### src/rtl/lsu_pkg.sv
// Shared state encoding and Funct3 decode helpers for the load/store unit.
package lsu_pkg;

    typedef enum logic [2:0] {
        IDLE,
        REQ0,
        RSP0,
        REQ1,
        RSP1,
        DONE
    } lsu_state_t;

    localparam logic [1:0] LSU_BYTE = 2'd0;
    localparam logic [1:0] LSU_HALF = 2'd1;
    localparam logic [1:0] LSU_WORD = 2'd2;

    localparam logic [2:0] F3_B  = 3'b000;
    localparam logic [2:0] F3_H  = 3'b001;
    localparam logic [2:0] F3_BU = 3'b100;
    localparam logic [2:0] F3_HU = 3'b101;

    // Stores only have SB/SH/SW, so the unsigned load encodings mean word for a store.
    function automatic logic [1:0] decode_size(input logic [2:0] funct3, input logic is_store);
        logic [1:0] size;
        size = LSU_WORD;
        if (funct3 == F3_B || (!is_store && funct3 == F3_BU)) begin
            size = LSU_BYTE;
        end else if (funct3 == F3_H || (!is_store && funct3 == F3_HU)) begin
            size = LSU_HALF;
        end
        return size;
    endfunction

    function automatic logic decode_unsigned(input logic [2:0] funct3);
        return (funct3 == F3_BU) || (funct3 == F3_HU);
    endfunction

    function automatic logic [3:0] size_mask(input logic [1:0] size);
        case (size)
            LSU_BYTE: return 4'b0001;
            LSU_HALF: return 4'b0011;
            default:  return 4'b1111;
        endcase
    endfunction

    function automatic logic crosses_word(input logic [1:0] off, input logic [1:0] size);
        case (size)
            LSU_BYTE: return 1'b0;
            LSU_HALF: return off == 2'd3;
            default:  return off != 2'd0;
        endcase
    endfunction

endpackage

### src/rtl/load_formatter.sv
// Combinational load assembly: picks the addressed bytes out of one or two
// captured bus words and sign- or zero-extends them.
module load_formatter
    import lsu_pkg::*;
(
    input  logic [31:0] beat0,
    input  logic [31:0] beat1,
    input  logic [1:0]  off,
    input  logic [1:0]  size,
    input  logic        is_unsigned,
    output logic [31:0] data
);

    logic [31:0] raw;
    logic [2:0]  lane;

    // Byte i lives at lane off+i; lanes 4..7 spill into the second word.
    always_comb begin
        raw  = '0;
        lane = '0;
        for (int i = 0; i < 4; i++) begin
            lane = {1'b0, off} + 3'(i);
            if (lane[2]) begin
                raw[8*i +: 8] = beat1[8*lane[1:0] +: 8];
            end else begin
                raw[8*i +: 8] = beat0[8*lane[1:0] +: 8];
            end
        end
    end

    always_comb begin
        case (size)
            LSU_BYTE: data = {{24{!is_unsigned && raw[7]}}, raw[7:0]};
            LSU_HALF: data = {{16{!is_unsigned && raw[15]}}, raw[15:0]};
            default:  data = raw;
        endcase
    end

endmodule

### src/rtl/load_store_unit.sv
// Data-memory stage: turns a byte-addressed load/store into one or two aligned
// word-bus beats, stalling the core until the access completes.
module load_store_unit
    import lsu_pkg::*;
#(
    parameter int D_WIDTH = 32
) (
    input  logic               CLK,
    input  logic               RST_N,
    input  logic               MemRead,
    input  logic               MemWrite,
    input  logic [2:0]         Funct3,
    input  logic [D_WIDTH-1:0] ALUResult,
    input  logic [D_WIDTH-1:0] WriteData,
    output logic [D_WIDTH-1:0] ReadData,
    output logic               Stall,
    output logic               Done,
    output logic               MemReq,
    output logic               MemWe,
    output logic [D_WIDTH-1:0] MemAddr,
    output logic [D_WIDTH-1:0] MemWData,
    output logic [3:0]         MemBe,
    input  logic               MemGnt,
    input  logic               MemRValid,
    input  logic [D_WIDTH-1:0] MemRData
);

    lsu_state_t state_q, state_d;

    logic [D_WIDTH-1:0] addr_q, addr_d;
    logic [D_WIDTH-1:0] wdata_q, wdata_d;
    logic [D_WIDTH-1:0] beat0_q, beat0_d;
    logic [D_WIDTH-1:0] read_data_q, read_data_d;
    logic [1:0]         size_q, size_d;
    logic               unsigned_q, unsigned_d;
    logic               write_q, write_d;
    logic               mem_req_q, mem_req_d;
    logic               mem_we_q, mem_we_d;
    logic [D_WIDTH-1:0] mem_addr_q, mem_addr_d;
    logic [D_WIDTH-1:0] mem_wdata_q, mem_wdata_d;
    logic [3:0]         mem_be_q, mem_be_d;

    logic               request;
    logic               split;
    logic               load_beat1;
    logic [1:0]         req_off;
    logic [1:0]         req_size;
    logic [2:0]         hi_shift;
    logic [D_WIDTH-1:0] fmt_beat0;
    logic [D_WIDTH-1:0] fmt_data;

    assign request   = MemRead | MemWrite;
    assign req_off   = ALUResult[1:0];
    assign req_size  = decode_size(Funct3, MemWrite);
    assign split     = crosses_word(addr_q[1:0], size_q);
    assign hi_shift  = 3'd4 - {1'b0, addr_q[1:0]};
    // Data for an unsplit load is still on the bus when the formatter needs it.
    assign fmt_beat0 = (state_q == RSP0) ? MemRData : beat0_q;

    load_formatter u_formatter (
        .beat0      (fmt_beat0),
        .beat1      (MemRData),
        .off        (addr_q[1:0]),
        .size       (size_q),
        .is_unsigned(unsigned_q),
        .data       (fmt_data)
    );

    always_ff @(posedge CLK or negedge RST_N) begin
        if (!RST_N) begin
            state_q     <= IDLE;
            addr_q      <= '0;
            wdata_q     <= '0;
            beat0_q     <= '0;
            read_data_q <= '0;
            size_q      <= LSU_WORD;
            unsigned_q  <= 1'b0;
            write_q     <= 1'b0;
            mem_req_q   <= 1'b0;
            mem_we_q    <= 1'b0;
            mem_addr_q  <= '0;
            mem_wdata_q <= '0;
            mem_be_q    <= '0;
        end else begin
            state_q     <= state_d;
            addr_q      <= addr_d;
            wdata_q     <= wdata_d;
            beat0_q     <= beat0_d;
            read_data_q <= read_data_d;
            size_q      <= size_d;
            unsigned_q  <= unsigned_d;
            write_q     <= write_d;
            mem_req_q   <= mem_req_d;
            mem_we_q    <= mem_we_d;
            mem_addr_q  <= mem_addr_d;
            mem_wdata_q <= mem_wdata_d;
            mem_be_q    <= mem_be_d;
        end
    end

    always_comb begin
        state_d = state_q;
        case (state_q)
            IDLE: if (request) state_d = REQ0;
            REQ0: if (MemGnt) state_d = !write_q ? RSP0 : (split ? REQ1 : DONE);
            RSP0: if (MemRValid) state_d = split ? REQ1 : DONE;
            REQ1: if (MemGnt) state_d = write_q ? DONE : RSP1;
            RSP1: if (MemRValid) state_d = DONE;
            DONE: state_d = IDLE;
            default: state_d = IDLE;
        endcase
    end

    // Bus registers hold their value until a grant, keeping the beat stable while waiting.
    always_comb begin
        addr_d      = addr_q;
        wdata_d     = wdata_q;
        beat0_d     = beat0_q;
        read_data_d = read_data_q;
        size_d      = size_q;
        unsigned_d  = unsigned_q;
        write_d     = write_q;
        mem_req_d   = mem_req_q;
        mem_we_d    = mem_we_q;
        mem_addr_d  = mem_addr_q;
        mem_wdata_d = mem_wdata_q;
        mem_be_d    = mem_be_q;
        load_beat1  = 1'b0;
        case (state_q)
            IDLE: if (request) begin
                addr_d      = ALUResult;
                wdata_d     = WriteData;
                size_d      = req_size;
                unsigned_d  = decode_unsigned(Funct3);
                write_d     = MemWrite;
                mem_req_d   = 1'b1;
                mem_we_d    = MemWrite;
                mem_addr_d  = {ALUResult[D_WIDTH-1:2], 2'b00};
                mem_be_d    = size_mask(req_size) << req_off;
                mem_wdata_d = WriteData << {req_off, 3'b000};
            end
            REQ0: if (MemGnt) begin
                if (write_q && split) begin
                    load_beat1 = 1'b1;
                end else begin
                    mem_req_d = 1'b0;
                    mem_we_d  = 1'b0;
                end
            end
            RSP0: if (MemRValid) begin
                beat0_d = MemRData;
                if (split) begin
                    load_beat1 = 1'b1;
                end else begin
                    read_data_d = fmt_data;
                end
            end
            REQ1: if (MemGnt) begin
                mem_req_d = 1'b0;
                mem_we_d  = 1'b0;
            end
            RSP1: if (MemRValid) read_data_d = fmt_data;
            default: ;
        endcase
        if (load_beat1) begin
            mem_req_d   = 1'b1;
            mem_we_d    = write_q;
            mem_addr_d  = {addr_q[D_WIDTH-1:2], 2'b00} + D_WIDTH'(4);
            mem_be_d    = size_mask(size_q) >> hi_shift;
            mem_wdata_d = wdata_q >> {hi_shift, 3'b000};
        end
    end

    always_comb begin
        Stall = 1'b0;
        Done  = 1'b0;
        case (state_q)
            IDLE:                   Stall = request;
            REQ0, RSP0, REQ1, RSP1: Stall = 1'b1;
            DONE:                   Done  = 1'b1;
            default: ;
        endcase
        if (!RST_N) Stall = 1'b0;
    end

    assign ReadData = read_data_q;
    assign MemReq   = mem_req_q;
    assign MemWe    = mem_we_q;
    assign MemAddr  = mem_addr_q;
    assign MemWData = mem_wdata_q;
    assign MemBe    = mem_be_q;

endmodule

### config.mk
export PLATFORM = sky130hd
export DESIGN_NAME = load_store_unit
export DESIGN_NICKNAME = d
export VERILOG_FILES = /design/src/rtl/lsu_pkg.sv /design/src/rtl/load_formatter.sv /design/src/rtl/load_store_unit.sv
export SDC_FILE = /design/constraint.sdc
export NUM_CORES = 1
export LEC_CHECK = 0
export BUFFER_PORTS_ARGS = -buffer_cell sky130_fd_sc_hd__buf_2
export CAP_MARGIN = 20
export CORE_AREA = 2 2 202 204
export CTS_CLUSTER_DIAMETER = 200
export DETAILED_ROUTE_END_ITERATION = 12
export DIE_AREA = 0 0 204 206
export HOLD_SLACK_MARGIN = 0.08
export PLACE_DENSITY_LB_ADDON = 0.08
export RECOVER_POWER = 25
export SYNTH_ARGS = -nofsm -noshare
export SYNTH_HDL_FRONTEND = slang
export SYNTH_HIERARCHICAL = 1
export SYNTH_SLANG_ARGS = --single-unit
### constraint.sdc
create_clock -name CLK -period 4 [get_ports CLK]
set_input_delay 0.8 -clock CLK [delete_from_list [all_inputs] [get_ports CLK]]
set_output_delay 0.8 -clock CLK [all_outputs]
set_load 0.05 [all_outputs]
==> results.md <==
Placement:
- The area of placed instances is 13300 um^2.
- The placed wire-length estimate is ~27 mm.
- The total of buffers placed on input and output ports is roughly 210.
- The post-placement worst setup slack is 0.804 ns.
- The global placer's final weighted congestion is 0.796.

CTS:
- The number of sinks handled by clock tree synthesis is a little over 200.
- The clock passes through at most 3 buffers.
- The number of buffers inserted to repair setup after CTS is 0.
- The clock-pin slew reported for the worst setup and hold paths after clock tree synthesis is 0.06 ns.
- In this run the clock root is driven by a sky130_fd_sc_hd__clkbuf_16.
- The later pin in the worst-skew pair is clocked with a latency of 0.57 ns.
- The number of clock buffers added by TritonCTS is 27.
- TritonCTS built the clock tree.
- The number of gates resized after CTS was 0.
- The cts-stage hold buffer count is 0.
- CTS built an H-tree with a depth of 1.

STA:
- The count of endpoints failing setup in the final report is 0.
- The worst pin sits at a relative slew slack of -0.0658.
- The final critical-path required period is 3.16 ns.
- On the final layout, the worst clock skew is 0.0118 ns.
- For this run, the top clock speed supported by timing is 0.317 GHz.
- For the pin with the worst max-slew slack, the measured transition is 1.60 ns.
- The number of max-slew violations in the final report is 58.
- In the finished design, the share of the clock period the worst path needs comes to 0.789.
- The final total negative setup slack is 0 ns.
- The worst path setup slack after routing is 0.844 ns.
- The hold violation total from the final report is 0.
- Setup repair after global routing left no endpoint under its margin.

Critical path:
- STA classifies the critical path endpoint as a flop.
- In this run the worst path has a maximum fanout of 17.
- At the worst endpoint, the arrival time is ~3.6 ns.
- The worst flop-to-flop path startpoint is state_q[1].
- In this run the critical register-to-register path is captured at ReadData[20].
- The number of cell instances on the worst register-to-register path is 8.
- For the worst setup path, the data required time is 4.44 ns.
- The critical path in this run is classified as reg2reg.
- In this run the register-to-register setup slack is about 0.84 ns.
- STA classifies the critical path startpoint as a flop.

GRT:
- The first global-routing pass estimated 60.4 mm of wire.
- The initial antenna violation count came to 2.
- The total routing resource utilization after global routing is 0.187.
- The maximum number of pins on one net before global-route repair is 68.
- The total overflow left after global routing is 0.
- The number of global-route vias before repair is 9697.

Floorplanning:
- For this configuration, the core starts out at a cell density of 0.295.
- The die outline height is between 200 and 250 um.
- 209 I/O pins were placed.
- The width of the chip is 204 um.
- The number of rows created at floorplan is 74.
- The die area is 42000 um^2.
- The floorplan core area is 40200 um^2.

Drt:
- The total wire length after detailed routing is 39.1 mm.
- Once detail routing completed, the nets flagged for antenna violations numbered 0.
- The number of DRC violations after detailed routing is 0.
- The vias per cell is between 5 and 6.
- The iteration-0 DRC count of the detailed router is 500.
- The first detailed-routing pass ran for 5 iterations.
- The via count is between 9000 and 10000.
- The routed wirelength normalized by instance count is approximately 21 um.

Worst hold path:
- The path class of the tightest hold or removal check is in2async.

Pwr:
- For this design the ratio of total power to cell area is 971 nW/um^2.
- VDD sags by at most approximately 0.00041 V.
- The static leakage is 0.00655 uW.

Synth:
- The share of the Yosys chip area taken by registers is 0.429.
- By area the synthesized netlist is led by sky130_fd_sc_hd__dfrtp_1 43%, sky130_fd_sc_hd__mux2_2 10%, sky130_fd_sc_hd__nand2_1 8.6%.
- The cell count after synthesis is 1144.
- The post-synthesis async set-or-reset flop share is 1.00.
- The post-synthesis average cell area is 10.4 um^2.
- Of the post-synthesis cell area, the dominant cell type holds 0.427.
- The synthesized design spends more area on one cell type than any other, namely sky130_fd_sc_hd__dfrtp_1.
- The number of synthesis warnings is 6.
- The number of register bits inferred by synthesis is between 200 and 250.
- Synthesis instantiated 63 different standard cells from the library.
- The synthesized netlist occupies a cell area of 11900 um^2.
- Counting flops with a built-in enable in the synthesized netlist gives 0.
- The dominant register cell in the synthesized netlist is sky130_fd_sc_hd__dfrtp_1.

Final layout:
- Once layout is done, the placed cells without fillers occupy 14300 um^2.
- The area used by sequential logic in the layout is approximately 5100 um^2.
- The area used by multi-input combinational logic is 6300 um^2.
- 0 antenna diodes ended up in the layout.
- The share of final-layout standard cells stronger than drive strength 1 is 0.334.
- The filler cells instantiated in the layout total 4179.
- From synthesis to final layout, the design area changed by 20.8%.
- The net count of the finished layout is 1431.

Flow run:
- The tool flagged a number of max-cap violations equal to 2.

Status:
- The flow ran to the end, but the final reports show violations.
- The final reports fail on max-capacitance violations, max-slew violations.
-- cells in the mapped netlist, types with 6 or more instances --
| cell | number |
|---|---|
| sky130_fd_sc_hd__mux2i_1 | 40 |
| sky130_fd_sc_hd__nand3_2 | 8 |
| sky130_fd_sc_hd__o21ai_1 | 9 |
| sky130_fd_sc_hd__a221o_1 | 15 |
| sky130_fd_sc_hd__a2111oi_0 | 8 |
| sky130_fd_sc_hd__o211ai_1 | 15 |
| sky130_fd_sc_hd__nand3_1 | 28 |
| sky130_fd_sc_hd__nand2_1 | 270 |
| sky130_fd_sc_hd__xnor2_1 | 14 |
| sky130_fd_sc_hd__inv_1 | 10 |
| sky130_fd_sc_hd__mux4_2 | 35 |
| sky130_fd_sc_hd__mux2_2 | 107 |
| sky130_fd_sc_hd__a211oi_1 | 26 |
| sky130_fd_sc_hd__a31oi_1 | 6 |
| sky130_fd_sc_hd__nor4_1 | 9 |
| sky130_fd_sc_hd__o21ai_0 | 48 |
| sky130_fd_sc_hd__buf_1 | 14 |
| sky130_fd_sc_hd__buf_6 | 10 |
| sky130_fd_sc_hd__clkbuf_1 | 32 |
| sky130_fd_sc_hd__buf_2 | 24 |
| sky130_fd_sc_hd__nor2_1 | 25 |
| sky130_fd_sc_hd__nor3_1 | 18 |
| sky130_fd_sc_hd__a21oi_1 | 39 |
| sky130_fd_sc_hd__mux4_1 | 12 |
| sky130_fd_sc_hd__nor2b_1 | 26 |
| sky130_fd_sc_hd__dfrtp_1 | 202 |
| sky130_fd_sc_hd__nand4_1 | 7 |
| sky130_fd_sc_hd__xor2_1 | 14 |
-- layout by cell type (no fill, tap or decap), drive strengths merged, types with 36 or more instances in the layout --
| master | count |
|---|---|
| nand3 | 36 |
| a21oi | 40 |
| mux4 | 47 |
| mux2 | 112 |
| buf | 232 |
| nand2 | 270 |
| o21ai | 59 |
| dfrtp | 202 |
| mux2i | 40 |
| clkbuf | 42 |
-- cell families after synthesis --
family          synth area share
buf+inv                   0.0431
xor+xnor                  0.0207
simple gates               0.165
mux                        0.234
fa+ha+maj                0.00528
other cells             0.000316
flops                      0.429
compound gates             0.103
-- how the worst max path moves through the flow --
| stage | startpoint | to | depth (start not counted) |
|---|---|---|---|
| 3_3_place_gp | state_q[1] | ReadData[22] | 8 |
| 6_report | state_q[1] | ReadData[20] | 8 |
| 2_1_floorplan | state_q[0] | ReadData[24] | 11 |
| 3_5_place_dp | state_q[1] | ReadData[20] | 8 |
| 4_1_cts | state_q[1] | ReadData[20] | 8 |
| 5_1_grt | state_q[1] | ReadData[22] | 8 |
-- through the flow --
step | instances | utilization | hold slack [ns] | power, uW
6_report | 1874 | 0.356 | 0.128 | 13900
5_1_grt | 1874 | 0.356 | 0.134 | 14900
4_1_cts | 1874 | 0.356 | 0.126 | 14100
3_5_place_dp | 1824 | 0.332 | 0.455 | 11400
3_3_place_gp | 1824 | 0.332 | 0.451 | 11400
2_1_floorplan | 1145 | - | 0.438 | 9430
-- cell type report --
cell class                 count  share of cell area
clock buffer                  40              0.0555
clock inverter                10              0.0121
inverter                      10             0.00262
multi-input combinational    845               0.440
sequential                   203               0.355
tap                          532              0.0465
timing repair buffer         234              0.0880
-- state kept, by name (all words and copies together), names as in the netlist --
name / cells
beat0_q: 32
size_q: 2
MemReq: 1
MemWData: 32
write_q: 1
unsigned_q: 1
state_q: 3
MemBe: 4
addr_q: 32
MemWe: 1
wdata_q: 32
MemAddr: 30
ReadData: 32
-- metal layers --
metal,up-vias,share of wire,global-route usage
met5,-,0.00064,0
met2,213,0.48,0.315
li1,4468,-,-
met1,4759,0.45,0.249
met3,41,0.052,0.0391
met4,4,0.016,0.0380
-- worst max-delay path, cell delays in order, from the launching register on --
cell and delay, ns:
sky130_fd_sc_hd__dfrtp_1 0.59, sky130_fd_sc_hd__nand2b_1 0.17, sky130_fd_sc_hd__nor2_2 0.27, sky130_fd_sc_hd__mux2_2 0.41, sky130_fd_sc_hd__mux4_2 0.50, sky130_fd_sc_hd__nand3b_2 0.42
sky130_fd_sc_hd__and2b_4 0.32, sky130_fd_sc_hd__o21ai_1 0.09, sky130_fd_sc_hd__mux2_2 0.27
-- where the power goes --
part / internal (uW) / leakage, uW / total, uW / switching, uW
Sequential: 3030 / 0.00253 / 3860 / 826
Clock: 1640 / 0.000465 / 2640 / 1000
Combinational: 2790 / 0.00356 / 7400 / 4610
Total: 7460 / 0.00655 / 13900 / 6440
Note: power is estimated with default switching activity, not from simulation.
